===== src/rtl/rgb_axis_pkg.sv =====
// Shared types for the RGB pixel to AXI4-Stream packer.
// Beat layout, FSM states and drop counter width.
package rgb_axis_pkg;

  localparam int BEAT_W     = 32;
  localparam int DROP_CNT_W = 16;

  typedef enum logic {
    WAIT_SOF,
    ACTIVE
  } packer_state_t;

  typedef struct packed {
    logic              tuser;
    logic              tlast;
    logic [BEAT_W-1:0] tdata;
  } rgb_beat_t;

endpackage


===== src/rtl/rgb_sync_fifo.sv =====
// Single-clock first-word-fall-through FIFO of rgb_beat_t.
// full/empty come from the registered occupancy count.
module rgb_sync_fifo
  import rgb_axis_pkg::*;
#(
  parameter  int DEPTH = 16,
  localparam int AW    = $clog2(DEPTH)
) (
  input  logic      clk,
  input  logic      rst_n,
  input  logic      push,
  input  logic      pop,
  input  rgb_beat_t wdata,
  output rgb_beat_t rdata,
  output logic      full,
  output logic      empty,
  output logic [AW:0] level
);

  rgb_beat_t     mem [DEPTH];
  logic [AW-1:0] wr_ptr;
  logic [AW-1:0] rd_ptr;
  logic [AW:0]   count;

  always_ff @(posedge clk or negedge rst_n) begin
    if (!rst_n) begin
      wr_ptr <= '0;
      rd_ptr <= '0;
      count  <= '0;
    end else begin
      if (push) wr_ptr <= wr_ptr + 1'b1;
      if (pop)  rd_ptr <= rd_ptr + 1'b1;
      if (push && !pop)
        count <= count + 1'b1;
      else if (pop && !push)
        count <= count - 1'b1;
    end
  end

  // Storage has no reset; validity is tracked by count.
  always_ff @(posedge clk) begin
    if (push) mem[wr_ptr] <= wdata;
  end

  assign rdata = mem[rd_ptr];
  assign full  = (count == (AW+1)'(DEPTH));
  assign empty = (count == '0);
  assign level = count;

endmodule


===== src/rtl/rgb_axis_packer.sv =====
// Packs an RGB pixel stream into an AXI4-Stream master via a FIFO.
// Optional drop counter enabled by RGB_AXIS_DROP_CNT_EN.
module rgb_axis_packer
  import rgb_axis_pkg::*;
#(
  parameter int DEPTH   = 16,
  parameter int DATA_W  = 8,
  parameter int TDATA_W = 32
) (
  input  logic                     pixclk,
  input  logic                     resetn,
  input  logic                     valid,
  input  logic [DATA_W-1:0]        iRed,
  input  logic [DATA_W-1:0]        iGreen,
  input  logic [DATA_W-1:0]        iBlue,
  input  logic                     iSof,
  input  logic                     iEol,
  input  logic                     clr_ovf,
  input  logic                     m_axis_mm2s_tready,
  output logic                     m_axis_mm2s_tvalid,
  output logic [TDATA_W-1:0]       m_axis_mm2s_tdata,
  output logic                     m_axis_mm2s_tlast,
  output logic                     m_axis_mm2s_tuser,
  output logic                     ovf,
`ifdef RGB_AXIS_DROP_CNT_EN
  output logic [DROP_CNT_W-1:0]    drop_cnt,
`endif
  output logic [$clog2(DEPTH):0]   fifo_level
);

  packer_state_t state;
  rgb_beat_t     wbeat;
  rgb_beat_t     rbeat;
  rgb_beat_t     obeat;
  logic          tvalid;
  logic          full;
  logic          empty;
  logic          accept;
  logic          want;
  logic          push;
  logic          pop;
  logic          drop;

  assign wbeat.tuser = iSof;
  assign wbeat.tlast = iEol;
  assign wbeat.tdata = BEAT_W'({iRed, iGreen, iBlue});

  // WAIT_SOF only lets the frame-start pixel through.
  assign accept = (state == ACTIVE) || iSof;
  assign want   = valid && accept;
  assign pop    = !empty && (!tvalid || m_axis_mm2s_tready);
  assign push   = want && (!full || pop);
  assign drop   = want && !push;

  rgb_sync_fifo #(
    .DEPTH(DEPTH)
  ) u_fifo (
    .clk  (pixclk),
    .rst_n(resetn),
    .push (push),
    .pop  (pop),
    .wdata(wbeat),
    .rdata(rbeat),
    .full (full),
    .empty(empty),
    .level(fifo_level)
  );

  always_ff @(posedge pixclk or negedge resetn) begin
    if (!resetn) begin
      state <= WAIT_SOF;
    end else begin
      unique case (state)
        WAIT_SOF: if (valid && iSof) state <= ACTIVE;
        ACTIVE:   state <= ACTIVE;
        default:  state <= WAIT_SOF;
      endcase
    end
  end

  always_ff @(posedge pixclk or negedge resetn) begin
    if (!resetn) begin
      tvalid <= 1'b0;
      obeat  <= '0;
    end else if (pop) begin
      tvalid <= 1'b1;
      obeat  <= rbeat;
    end else if (m_axis_mm2s_tready) begin
      tvalid <= 1'b0;
    end
  end

  // A drop in the same cycle as a clear keeps the flag set.
  always_ff @(posedge pixclk or negedge resetn) begin
    if (!resetn)      ovf <= 1'b0;
    else if (drop)    ovf <= 1'b1;
    else if (clr_ovf) ovf <= 1'b0;
  end

`ifdef RGB_AXIS_DROP_CNT_EN
  logic cnt_inc;
  assign cnt_inc = drop && (state == ACTIVE);

  always_ff @(posedge pixclk or negedge resetn) begin
    if (!resetn)
      drop_cnt <= '0;
    else if (clr_ovf)
      drop_cnt <= '0;
    else if (cnt_inc && (drop_cnt != '1))
      drop_cnt <= drop_cnt + 1'b1;
  end
`endif

  assign m_axis_mm2s_tvalid = tvalid;
  assign m_axis_mm2s_tdata  = TDATA_W'(obeat.tdata);
  assign m_axis_mm2s_tlast  = obeat.tlast;
  assign m_axis_mm2s_tuser  = obeat.tuser;

endmodule


===== config.mk =====
export PLATFORM = sky130hd
export DESIGN_NAME = rgb_axis_packer
export DESIGN_NICKNAME = d
export VERILOG_FILES = /design/src/rtl/rgb_axis_pkg.sv /design/src/rtl/rgb_sync_fifo.sv /design/src/rtl/rgb_axis_packer.sv
export SDC_FILE = /design/constraint.sdc
export NUM_CORES = 1
export LEC_CHECK = 0
export CAP_MARGIN = 15
export CORE_UTILIZATION = 49
export CTS_BUF_LIST = sky130_fd_sc_hd__clkbuf_4
export CTS_CLUSTER_SIZE = 20
export DETAILED_ROUTE_END_ITERATION = 8
export PLACE_DENSITY = 0.73
export SETUP_SLACK_MARGIN = 0.3
export SYNTH_ARGS = -nofsm -noshare
export SYNTH_HDL_FRONTEND = slang
export SYNTH_SLANG_ARGS = --single-unit

===== constraint.sdc =====
create_clock -name pixclk -period 8.8 [get_ports pixclk]
set_clock_uncertainty 0.15 [all_clocks]
set_input_delay 0.88 -clock pixclk [delete_from_list [all_inputs] [get_ports pixclk]]
set_output_delay 0.88 -clock pixclk [all_outputs]
set_load 0.005 [all_outputs]

==> results.sh <==
export IMPL_cp_max_fo=44
export IMPL_fin_cells=1506
export IMPL_clock_sinks=458
export IMPL_worstPathCellList="buf_4 > buf_4 > mux4_1 > mux2_2 > o22ai_1 > a21oi_1"
export IMPL_power_density_nw_per_um2=307
export IMPL_place_ws_ps=4330
export IMPL_dieArea_um2=37000
export IMPL_p_sw_mw=1.85
export IMPL_ys_ff_latch=458
export IMPL_clockBufferDepth=3
export IMPL_post_synth_most_frequent_cells="edfxtp_1 (416), mux4_2 (57), o22ai_1 (53), mux4_1 (47), dfrtp_1 (42)"
export IMPL_rsz0062_at_grt="no"
export IMPL_ys_types=37
export IMPL_fin_area_um2=20300
export IMPL_critPathLaunchType="flop"
export IMPL_p_total_mw=6.24
export IMPL_grt_max_degree=59
export IMPL_p_leak_nw=6.81
export IMPL_yosys_top_cells_area="edfxtp_1 (70%), mux4_2 (7.2%), mux4_1 (7.0%)"
export IMPL_r2r_start="u_fifo.rd_ptr[1]"
export IMPL_max_cap_viol_count=0
export IMPL_fin_ws_ps=4980
export IMPL_postSynth_asyncResetShare=0.0917
export IMPL_netlist_area_leader_share=0.704
export IMPL_via_count=8723
export IMPL_hold_buffers=0
export IMPL_fin_setup_tns_ps=0
export IMPL_drc=0
export IMPL_slew_headroom=0.286
export IMPL_r2r_cells=6
export IMPL_hold_slack_ps=77.1
export IMPL_layout_nets=989
export IMPL_yosysMostFrequentCell="edfxtp_1"
export IMPL_setup_viol=0
export IMPL_crit_top_cell="buf_4"
export IMPL_yosys_warnings=0
export IMPL_pwr_share_clk=0.272
export IMPL_grt_overflow=0
export IMPL_critPathTopFamily="buffers and inverters"
export IMPL_clk_latency_ps=770
export IMPL_synth_yosys_seq_area_share=0.763
export IMPL_coreArea_um2=35600
export IMPL_status="complete, no violations"
export IMPL_worst_pin_slew_ps=1070
export IMPL_reg2reg_setup_slack_ps=4980
export IMPL_wire_per_inst_um=23.6
export IMPL_swShare=0.296
export IMPL_synth_edf_count=416
export IMPL_io_pins=72
export IMPL_drive_gt1_frac=0.289
export IMPL_initial_core_util=0.499
export IMPL_grt_pass1_wl_mm=53.8
export IMPL_p_comb_frac=0.266
export IMPL_synthToLayoutAreaGrowth_pct=14.7
export IMPL_core_rowCount=69
export IMPL_ctsResizeCount=0
export IMPL_synth_flop_cell="edfxtp_1"
export IMPL_required_ps=9240
export IMPL_worstPathArrival_ps=4260
export IMPL_vias_per_cell=5.79
export IMPL_finalHoldViolCount=0
export IMPL_dpl_hpwl_mm=19.6
export IMPL_dr_pass1_iters=5
export IMPL_die_w_um=192
export IMPL_crit_start="u_fifo.rd_ptr[1]"
export IMPL_critical_path_slowest_cell="dfrtp_4"
export IMPL_rr_endpoint="m_axis_mm2s_tdata[13]"
export IMPL_grt_use_total=0.201
export IMPL_p_int_mw=4.39
export IMPL_p_seq_frac=0.462
export IMPL_antenna_found_initial=1
export IMPL_ant_nets=0
export IMPL_netlist_area_um2=17700
export IMPL_holdCritPathClass="in2async"
export IMPL_path_class="reg2reg"
export IMPL_finalCriticalPeriod_ps=3820
export IMPL_postSynthCellCount=796
export IMPL_dp_cells=1295
export IMPL_routed_wl_mm=35.6
export IMPL_cpPeakStageDelay_ps=820
export IMPL_post_route_util=0.572
export IMPL_fin_crit_sh=0.434
export IMPL_placed_area_um2=18900
export IMPL_cts_tree="built"
export IMPL_cts_made_buffers=110
export IMPL_drt_initial_drc_count=589
export IMPL_globalplace_congestion=0.716
export IMPL_clk_pin_slew_ps=70
export IMPL_path_buf_inv=2
export IMPL_postCtsSetupRepairBufs=0
export IMPL_synth_top_cell_by_area="edfxtp_1"
export IMPL_timing_fmax_ghz=0.262
export IMPL_h_tree_depth=3
export IMPL_syn_avg_cell_area_um2=22.3
export IMPL_chipHeight_um=192
export IMPL_place_port_buffers=63
export IMPL_grt_pass1_vias=9031
export IMPL_peakVddDrop_mv=0.175
export IMPL_slew_viol_final=0
export IMPL_cts_root_buf="clkbuf_4"
export IMPL_endpoint_kind="flop"
==> kinds of logic after synthesis <==
logic type / synth area share
adders and majority gates: 0.00748
buffers and inverters: 0.0209
and+or+nand+nor: 0.0126
xor gates and xnor gates: 0.00494
AOI/OAI and AO/OA: 0.0301
other: 0.000211
muxes: 0.160
DFF: 0.763
==> state kept, by name, indices dropped and copies added, names as in the netlist <==
| signal | cells |
|---|---|
| m_axis_mm2s_tvalid | 1 |
| m_axis_mm2s_tuser | 1 |
| u_fifo.wr_ptr | 4 |
| ovf | 1 |
| u_fifo.rd_ptr | 4 |
| m_axis_mm2s_tdata | 24 |
| u_fifo.level | 5 |
| m_axis_mm2s_tlast | 1 |
| state | 1 |
| u_fifo.mem | 416 |
==> power groups by stage <==
stage / clock network, mW / logic, mW / registers, mW
finish: 1.70 / 1.66 / 2.88
global route: 1.84 / 1.78 / 2.92
CTS: 1.74 / 1.68 / 2.89
detailed placement: 0 / 1.67 / 2.93
global placement: 0 / 1.65 / 2.92
floorplan: 0 / 1.24 / 2.79
==> layer usage <==
metal | GRT usage | routed length [um] | up-vias
met5 | 0 | 0 | -
met4 | 0.0866 | 1000 | 0
met3 | 0.0380 | 1870 | 68
met2 | 0.316 | 17400 | 331
met1 | 0.278 | 15300 | 4557
li1 | - | - | 3767
==> cell usage in the layout, fill, tap and decap left out, drive strengths merged, types with 7 or more instances in the layout <==
cell type	synthesis	final
a21oi	29	29
buf	38	24
clkbuf	15	158
clkdlybuf4s50	0	62
clkinv	0	44
conb	1	8
dfrtp	42	42
edfxtp	416	416
ha	9	9
inv	7	10
mux2	28	28
mux4	104	104
nand2	7	7
o22ai	53	53
xnor2	8	8
==> worst max path at each step <==
stage,end,cells after the start
global route,m_axis_mm2s_tdata[13],6
global placement,u_fifo.mem[4][16],7
floorplan,u_fifo.mem[0][0],4
detailed placement,u_fifo.mem[6][1],7
CTS,m_axis_mm2s_tdata[13],6
finish,m_axis_mm2s_tdata[13],6
==> cell type report <==
| cell class | instances | area (um^2) |
|---|---|---|
| clock inverters | 50 | 245 |
| well taps | 461 | 577 |
| fillers | 2589 | 15200 |
| clock buffers | 158 | 1190 |
| diodes | 1 | 2.50 |
| inverters | 7 | 26.3 |
| repair buffers | 86 | 806 |
| multi-input cells | 285 | 3950 |
| flip-flops and latches | 458 | 13600 |
No activity file was read; power rests on OpenSTA's default activity.
==> variant, RTL diff (same flow settings) <==
The option `RGB_AXIS_DROP_CNT_EN` is turned on by a define.
--- a/src/rtl/rgb_axis_packer.sv
+++ b/src/rtl/rgb_axis_packer.sv
@@ -1,5 +1,7 @@
 // Packs an RGB pixel stream into an AXI4-Stream master via a FIFO.
 // Optional drop counter enabled by RGB_AXIS_DROP_CNT_EN.
+`define RGB_AXIS_DROP_CNT_EN
+
 module rgb_axis_packer
   import rgb_axis_pkg::*;
 #(
Check against the original RTL (old outputs only; new: drop_cnt): same outputs for any inputs over 4 cycles, from zero or initial values and one cycle with resetn low; that may be too few to reach the edited logic, so the function may still have changed.
==> variant against the original RTL <==
  * Non-clock buffer count is 11 higher
  * Power is 2.8% higher
  * Cell count is 8.0% higher
  * Cell area is 4.2% higher
  * Die area is 3.8% higher
  * Critical endpoint is now m_axis_mm2s_tdata[2]
  * Worst hold slack better by 0.069 ns
  * Setup slack better by 0.084 ns
  * Count of clock-buffer cells in the layout is 20 higher
  * Sequential cell count is 16 higher
  * Wire length is 4.4% higher
  * Utilization is 0.45 points higher
  * Area after synthesis is 3.8% higher
==> variant: results <==
group,metric,value,unit
route,drtIter0Drc,766,
place,pre_cts_ws,4.33,ns
final_layout,drive_gt1_share,31.2,%
setup_path,crit_path_max_incr_delay,0.95,ns
clocking,cts_buffers,116,
route,via_per_inst,5.73,
grt,grt_pass1_wl,57800,µm
timing,worstMarginPinSlew,1.03,ns
logic_synthesis,yosys-top-cells-area,"edfxtp_1 68%, mux4_2 13%, dfrtp_1 7.9%",
route,wl_met1,16000,µm
grt,use_met2,32.2,%
grt,first_global_vias,9928,
logic_synthesis,ys_types,48,
run_status,status,"finished clean",
final_layout,fillCellCount,2748,
grt,grt_start_max_net_pins,68,
final_layout,top_register,"u_fifo.mem",
logic_synthesis,synthArstFlopShare,12.2,%
timing,hold_slack,0.146,ns
logic_synthesis,netlist_top_cells_count,"416 x edfxtp_1, 104 x mux4_2, 58 x dfrtp_1",
place,dp_hpwl,21000,µm
grt,use_met1,28.0,%
power,cellLeakagePower,7.04,nW
final_layout,largest_reg_flops,416,
setup_path,rr_worst_depth,5,
route,wl_met2,18000,µm
grt,track_usage,20.3,%
grt,use_met3,4.61,%
place,dpl_cell_area,19700,µm²
final_layout,nets,1103,
power,peakVddDrop,178,µV
setup_path,r2r_setup_slack,5.06,ns
place,io_buffers,79,
setup_path,crit_fanout,41,
clocking,clkLatencyLatePin,0.79,ns
route,wl_met3,2550,µm
setup_path,worstReg2RegEnd,"m_axis_mm2s_tdata[2]",
logic_synthesis,synth-edff-count,416,
variant: kinds of logic (layout without fill, tap and decap cells):
group           Yosys count  in the layout  share of synthesized area (%)
fa+ha+maj                11             11                          0.788
simple gates             81             81                           2.53
mux                     135            135                           14.6
compound gates          108            108                           3.59
flops                   474            474                           75.7
buf+inv                  64            322                           1.86
xor+xnor                 19             19                          0.904
other cells               1              9                         0.0204
variant: how the worst max path moves through the flow:
| stage | slack (ns) | cells after the start | startpoint | end |
|---|---|---|---|---|
| 6_report | 5.06 | 5 | u_fifo.rd_ptr[1] | m_axis_mm2s_tdata[2] |
| 5_1_grt | 4.71 | 6 | u_fifo.rd_ptr[1] | m_axis_mm2s_tdata[11] |
| 3_5_place_dp | 4.33 | 5 | iSof | u_fifo.mem[15][11] |
| 3_3_place_gp | 4.46 | 5 | iSof | u_fifo.mem[14][11] |
| 2_1_floorplan | 4.85 | 4 | m_axis_mm2s_tready | u_fifo.mem[7][0] |
| 4_1_cts | 4.94 | 5 | u_fifo.rd_ptr[1] | m_axis_mm2s_tdata[2] |
variant: power breakdown:
part | internal (mW) | leakage [nW] | switching, mW
Sequential | 2.73 | 4.45 | 0.257
Combinational | 0.871 | 1.71 | 0.788
Clock | 0.923 | 0.891 | 0.846
Total | 4.53 | 7.04 | 1.89
variant: metrics by stage:
step           instances  power, mW
3_3_place_gp        1411       4.69
5_1_grt             1627       6.75
4_1_cts             1626       6.49
2_1_floorplan        900       4.13
3_5_place_dp        1411       4.72
6_report            1627       6.42
variant: layout make-up:
cell class	instances	area, µm²	share of cell area [%]
Clock buffer	178	1340	6.30
Clock inverter	37	161	0.761
Sequential cell	474	14000	65.8
Tap cell	468	586	2.76
Inverter	10	37.5	0.177
Timing Repair Buffer	97	921	4.34
Multi-Input combinational cell	362	4210	19.8
Antenna cell	1	2.50	0.0118
